--- config.mk ---
export PLATFORM = sky130hd
export DESIGN_NAME = reg_bank_rr_write_arbiter
export DESIGN_NICKNAME = d
export VERILOG_FILES = /design/src/rtl/reg_bank_rr_write_arbiter.sv
export SDC_FILE = /design/constraint.sdc
export NUM_CORES = 1
export LEC_CHECK = 0
export ABC_AREA = 1
export BUFFER_PORTS_ARGS = -buffer_cell sky130_fd_sc_hd__buf_2
export CAP_MARGIN = 5
export CORE_MARGIN = 2
export CORE_UTILIZATION = 53
export CTS_BUF_LIST = sky130_fd_sc_hd__clkbuf_8 sky130_fd_sc_hd__clkbuf_16
export CTS_CLUSTER_DIAMETER = 150
export CTS_CLUSTER_SIZE = 10
export DETAILED_ROUTE_END_ITERATION = 10
export PLACE_DENSITY = 0.87
export SLEW_MARGIN = 15
export SYNTH_ARGS = -nofsm -noshare
export SYNTH_HDL_FRONTEND = slang
export SYNTH_SLANG_ARGS = --single-unit
--- constraint.sdc ---
create_clock -name clk -period 2 [get_ports clk]
set_input_delay 0.2 -clock clk [delete_from_list [all_inputs] [get_ports clk]]
set_output_delay 0.2 -clock clk [all_outputs]
set_load 0.02 [all_outputs]
--- src/rtl/reg_bank_rr_write_arbiter.sv ---
// reg_bank_rr_write_arbiter
//  Round-robin arbiter that lets NREQ requesters share one bank of NREG
//  enabled registers. Each grant performs exactly one write. The bank is read
//  combinationally.
//  Optional feature macro: REG_WRITE_PROTECT_EN adds the wp_mask input and the
//  wr_err output. A write to a protected register is dropped and flagged.
module reg_bank_rr_write_arbiter #(
  parameter int unsigned NREQ  = 4,
  parameter int unsigned WIDTH = 4,
  parameter int unsigned NREG  = 4,
  parameter int unsigned AW    = 2
) (
  input  logic                   clk,
  input  logic                   reset,
  input  logic [NREQ-1:0]        req,
  input  logic [NREQ*AW-1:0]     req_addr,
  input  logic [NREQ*WIDTH-1:0]  req_data,
  output logic [NREQ-1:0]        gnt,
  output logic                   busy,
`ifdef REG_WRITE_PROTECT_EN
  input  logic [NREG-1:0]        wp_mask,
  output logic                   wr_err,
`endif
  input  logic [AW-1:0]          rd_addr,
  output logic [WIDTH-1:0]       rd_data
);

  localparam int unsigned PW = (NREQ > 1) ? $clog2(NREQ) : 1;

  typedef enum logic {
    IDLE  = 1'b0,
    WRITE = 1'b1
  } state_e;

  state_e            state_q, state_d;
  logic [PW-1:0]     ptr_q, ptr_d;
  logic [PW-1:0]     winner_q, winner_d;
  logic [AW-1:0]     stage_addr_q, stage_addr_d;
  logic [WIDTH-1:0]  stage_data_q, stage_data_d;
  logic [NREQ-1:0]   gnt_q, gnt_d;
  logic              busy_q, busy_d;
  logic [WIDTH-1:0]  bank_q [NREG];

  logic              found;
  logic [PW-1:0]     win;
  logic              wp_hit;
  logic [NREG-1:0]   bank_en;

  // Round-robin search starting at ptr_q and wrapping past NREQ-1.
  always_comb begin : arb_search
    int unsigned idx;
    logic [PW-1:0] idx_w;
    found = 1'b0;
    win   = '0;
    idx   = 0;
    idx_w = '0;
    for (int unsigned k = 0; k < NREQ; k++) begin
      idx = 32'(ptr_q) + k;
      if (idx >= NREQ) idx = idx - NREQ;
      idx_w = PW'(idx);
      if (!found && req[idx_w]) begin
        found = 1'b1;
        win   = idx_w;
      end
    end
  end

`ifdef REG_WRITE_PROTECT_EN
  // Protection bit of the staged address, sampled live during WRITE.
  always_comb begin
    wp_hit = 1'b0;
    for (int unsigned i = 0; i < NREG; i++) begin
      if (stage_addr_q == AW'(i)) wp_hit = wp_mask[i];
    end
  end

  assign wr_err = (state_q == WRITE) && wp_hit;
`else
  assign wp_hit = 1'b0;
`endif

  // One-hot bank enable; out-of-range addresses match no register.
  always_comb begin
    bank_en = '0;
    if (state_q == WRITE && !wp_hit) begin
      for (int unsigned i = 0; i < NREG; i++) begin
        if (stage_addr_q == AW'(i)) bank_en[i] = 1'b1;
      end
    end
  end

  // Next-state and registered-output logic for the IDLE/WRITE FSM.
  always_comb begin
    state_d      = state_q;
    ptr_d        = ptr_q;
    winner_d     = winner_q;
    stage_addr_d = stage_addr_q;
    stage_data_d = stage_data_q;
    gnt_d        = '0;
    unique case (state_q)
      IDLE: begin
        if (found) begin
          winner_d     = win;
          stage_addr_d = req_addr[32'(win) * AW +: AW];
          stage_data_d = req_data[32'(win) * WIDTH +: WIDTH];
          gnt_d        = NREQ'(1) << win;
          state_d      = WRITE;
        end
      end
      WRITE: begin
        ptr_d   = (winner_q == PW'(NREQ - 1)) ? '0 : PW'(winner_q + PW'(1));
        state_d = IDLE;
      end
      default: state_d = IDLE;
    endcase
    busy_d = (state_d == WRITE);
  end

  // Control and staging registers.
  always_ff @(posedge clk or negedge reset) begin
    if (!reset) begin
      state_q      <= IDLE;
      ptr_q        <= '0;
      winner_q     <= '0;
      stage_addr_q <= '0;
      stage_data_q <= '0;
      gnt_q        <= '0;
      busy_q       <= 1'b0;
    end else begin
      state_q      <= state_d;
      ptr_q        <= ptr_d;
      winner_q     <= winner_d;
      stage_addr_q <= stage_addr_d;
      stage_data_q <= stage_data_d;
      gnt_q        <= gnt_d;
      busy_q       <= busy_d;
    end
  end

  // Shared register bank: async-reset flops with enable.
  always_ff @(posedge clk or negedge reset) begin
    if (!reset) begin
      for (int unsigned i = 0; i < NREG; i++) bank_q[i] <= '0;
    end else begin
      for (int unsigned i = 0; i < NREG; i++) begin
        if (bank_en[i]) bank_q[i] <= stage_data_q;
      end
    end
  end

  // Combinational read port; unmapped addresses read as zero.
  always_comb begin
    rd_data = '0;
    for (int unsigned i = 0; i < NREG; i++) begin
      if (rd_addr == AW'(i)) rd_data = bank_q[i];
    end
  end

  assign gnt  = gnt_q;
  assign busy = busy_q;

endmodule

# Yosys cells after proc, flatten, opt, wreduce, memory -nomap -nowiden

Cells that the tools add are included.

Register bits after elaboration: 31
Input bits: 32
Output and inout bits: 9
Logic and storage cells: 80

$add $sub $neg: 8
Magnitude comparators: 8
Equal/unequal tests: 7
Shift operators: 3
Mux-type cells: 34
Bitwise gates (word level): 1
Reduce and logical (&&, ||, !) cells: 9

Operators by type and width:

| operator                                                                             | number |
|---|---|
| 4-bit 2-to-1 mux                                                                     | 7 |
| 2-bit 2-to-1 mux                                                                     | 9 |
| 16-bit by 5-bit indexed part select with 4-bit output                                | 1 |
| 1-bit 2-to-1 mux                                                                     | 13 |
| 2-bit by 3-bit less-than comparator with 1-bit output (second input constant)        | 4 |
| 2-bit == test (second input constant)                                                | 5 |
| 3-bit greater-or-equal comparator (second input constant)                            | 3 |
| 1-bit binary-select mux with 2-bit select                                            | 4 |
| 8-bit by 4-bit indexed part select with 2-bit output                                 | 1 |
| 2-bit by 1-bit subtractor with 2-bit output (second input constant)                  | 4 |
| 2-bit by 2-bit adder with 3-bit output (second input constant)                       | 2 |
| 2-bit by 1-bit == test with 1-bit output (second input constant)                     | 2 |
| 2-bit zero test                                                                      | 2 |
| 1-bit by 2-bit left shift with 4-bit output (first input constant)                   | 1 |
| 2-bit by 1-bit adder with 3-bit output (second input constant)                       | 1 |
| 2-bit by 3-bit greater-or-equal comparator with 1-bit output (second input constant) | 1 |
| 1-bit logical AND                                                                    | 3 |
| 1-bit zero test                                                                      | 3 |
| 2-bit by 1-bit adder with 2-bit output (second input constant)                       | 1 |
| 1-bit one-hot mux with 2 select lines                                                | 1 |
| 2-bit AND reduction                                                                  | 1 |
| 1-bit inverter                                                                       | 1 |

# Logic depth before layout (Yosys ltp)

Word-level depth: 17
Depth in mapped cells: 16
Depth with buffers taken out: 15

# Least setup slack after synthesis

Ideal clock, no wire load.

Path kind: register to register
Start point: register ptr_q[0]
End point: register stage_addr_q[0]
Library setup time: 0.128 ns
Arrival time: 1.530 ns
Data required time: 1.872 ns
Path slack: 0.342 ns
Stages on the path, launching flop included: 13
Path buffers: 2
Clock period less this slack: 1.658 ns
Cells stage by stage: dfrtp_1 -> buf_6 -> inv_4 -> nand2_1 -> nand3_1 -> nand2_2 -> nor2_4 -> nand3_4 -> nand3_4 -> buf_8 -> nand2_1 -> o211ai_2 -> nand3_1

Word-level cells in the longest chain between the ends: 15
Elaborated cells between the ends (all ways): 39
Those cells by class: 7 x add/sub; 4 x order compare; 1 x shift; 20 x mux; 7 x reduce/logical

Ends and longest elaborated chain:

| item                                                                                            | RTL line | text |
|---|---|---|
| start: declaration                                                                              | 36       | `logic [PW-1:0] ptr_q, ptr_d;` |
| start signal: assignment                                                                        | 131      | `ptr_q <= ptr_d;` |
| parallel branches: the longest is 15 deep, another holds 2-bit by 1-bit adder with 3-bit output | n/a      |  |
| end signal: assignment                                                                          | 133      | `stage_addr_q <= stage_addr_d;` |
| end: declaration                                                                                | 38       | `logic [AW-1:0] stage_addr_q, stage_addr_d;` |

Parallel ways; which one is timed is not known. The select of a mux whose other input is x is not followed.
A chain may end at the register's enable or synchronous reset.

# Worst setup path after layout

Same ends and word-level chain as after synthesis.

==> results.ini <==
[run_status]
status = complete, no violations

[global_route]
grt_pass1_vias = 1544
antenna_found_initial = 0
overflow = 0
grt_pass1_wl_microns = 6810
grt_max_degree = 32
grt.total_usage = 0.221

[routing]
vias = 1720
first_iter_violations = 80
drcViolationCount = 0
ant_nets = 0
drt_wl_total_microns = 3930
post_drt_wl_per_cell_microns = 11.5
drt-vias-per-instance = 5.04
dr.pass1.iters = 4

[synth]
ys_types = 23
seq_area_frac_synth = 0.429
syn_inst = 249
ys_ff_latch = 31
avgSynthCellArea_sq_um = 7.26
yosys_warnings = 0
syn_nets = 282
synth_area_sq_um = 1810

[critical_path]
regToRegSetupSlack_ns = 0.16
crit_fanout = 11
setup.worst_path.end_class = register
startpoint = ptr_q[0]
crit_path_start_kind = register
critPathCapture = stage_addr_q[0]
worstReg2RegStart = ptr_q[0]
crit_required_ns = 2.16
arrival_ns = 2.00
path_class = reg -> reg
r2r_end = stage_addr_q[0]
reg2reg_depth = 10

[die]
core_area_sq_um = 3310
die-width_microns = 62.4
num_io_pins = 41
initial_core_util = 0.546
die_y_microns = 62.4
dieArea_sq_um = 3890
std_cell_rows = 21

[sta]
fin_crit_sh = 0.921
tightest_slew_ns = 0.669
fmax_ghz = 0.543
finalMaxSlewViolations = 0
finalSetupViolCount = 0
slew_headroom = 0.554
fin_skew_ns = 0.00363
grt_setup_unrepaired = true
period_needed_ns = 1.84
hold_viol = 0
finalHoldWorstSlack_ns = 0.172

[layout]
num_antenna_cells = 0
instances_no_fill = 341
register_area_sq_um = 777
multi_input_area_sq_um = 878
drive_gt1_frac = 0.244
layout_commonest_cell = nand2_1
final_nets = 328
most-common-layout-cells = 99 x nand2_1, 40 x buf_2, 30 x inv_1, 30 x dfrtp_1, 24 x nand3_1
areaGrowthSynthToFinish_pct = 19.0
fillers = 309

[placed_design]
port_buffers = 40
place_inst = 332
gp_congestion = 0.924
dpl.hpwl_microns = 2950

[cts]
htree_levels = 2
post_cts_buffers = 0
cts_buffers = 5
clockBufferDepth = 2
clk_pin_slew_ns = 0.06
clk_latency_ns = 0.29
clock-sinks = 31
root_buffer = clkbuf_8
cts_tree = yes

[power_and_ir_drop]
report.power.total_mw = 3.80
power_density_nw_per_um2 = 1770
power.leakage_nw = 1.21
ir_worst_vdd_mv = 0.958

[run]
maxCapViolCount = 0

[min_path]
hold_class = in -> reg

what timing repair did:
item                                    in CTS  in global routing
resized for setup                            0                  4
endpoints found under the hold margin       31                  0
hold buffers                                 1                  0
endpoints found under the setup margin       0                 10
registers in the layout (all words and copies together) (netlist names):
register	count
bank_q	16
gnt	4
stage_data_q	4
ptr_q	2
stage_addr_q	2
winner_q	2
busy	1
power by group:
| part | switching [mW] | internal (mW) | leakage (nW) | total (mW) |
|---|---|---|---|---|
| registers | 0.217 | 0.919 | 0.390 | 1.14 |
| clock network | 0.226 | 0.269 | 0.0470 | 0.495 |
| logic | 1.45 | 0.719 | 0.772 | 2.17 |
how the worst min path moves through the flow:
stage / start / to / slack, ns / cells after the start
finish: req_data[5] / stage_data_q[1] / 0.17 / 3
global route: req_data[5] / stage_data_q[1] / 0.17 / 3
detailed placement: reset / bank_q[4] / 0.28 / 1
global placement: reset / bank_q[4] / 0.27 / 1
CTS: req_data[5] / stage_data_q[1] / 0.17 / 3
floorplan: reset / bank_q[0] / -0.1 / 0
through the flow:
step	utilization	setup WS, ns	area (sq um)	TNS [ns]
global placement	0.615	0.102	2040	0
CTS	0.644	0.0228	2130	0
finish	0.650	0.158	2150	0
global route	0.650	-0.00933	2150	-0.00933
detailed placement	0.615	0.0610	2040	0
floorplan	-	0.342	1810	0
synth_stat cells, drive strengths merged:
master / count / area, sq um
nand4: 9 / 56.3
clkbuf: 1 / 3.75
nor2: 8 / 42.5
ha: 1 / 12.5
o22ai: 1 / 6.26
o211ai: 4 / 50.1
inv: 35 / 134
dfrtp: 31 / 776
buf: 3 / 33.8
nor3: 3 / 15.0
nand2: 106 / 413
nand3: 27 / 165
o21ai: 20 / 100
layer usage:
layer	track usage	wire (microns)	share of wire	vias up
met1	0.283	1810	0.46	781
met2	0.362	1860	0.47	42
li1	-	-	-	891
met5	0	0	0	-
met3	0.0631	197	0.050	6
met4	0.0750	56	0.014	0
critical path, cell delays in order (launching register included):
cell,delay [ns]
dfrtp_2,0.48
inv_4,0.13
nand2_1,0.08
nand3_1,0.10
nand2_2,0.09
nor2_4,0.15
nand3_4,0.16
nand3_2,0.23
nand2_1,0.11
o211ai_2,0.09
nand3_1,0.09
area by class of cell:
class,count,area share
Sequential cell,31,0.361
Timing Repair Buffer,42,0.101
Clock buffer,6,0.0384
Clock inverter,1,0.00233
Tap cell,46,0.0267
Inverter,35,0.0622
Multi-Input combinational cell,180,0.408
cell families after synthesis:
group | after synthesis | share of synthesized area
simple gates | 153 | 0.383
compound gates | 25 | 0.0865
buf+inv | 39 | 0.0948
flops | 31 | 0.429
fa+ha+maj | 1 | 0.00692
No activity file was read; power rests on OpenSTA's default activity.
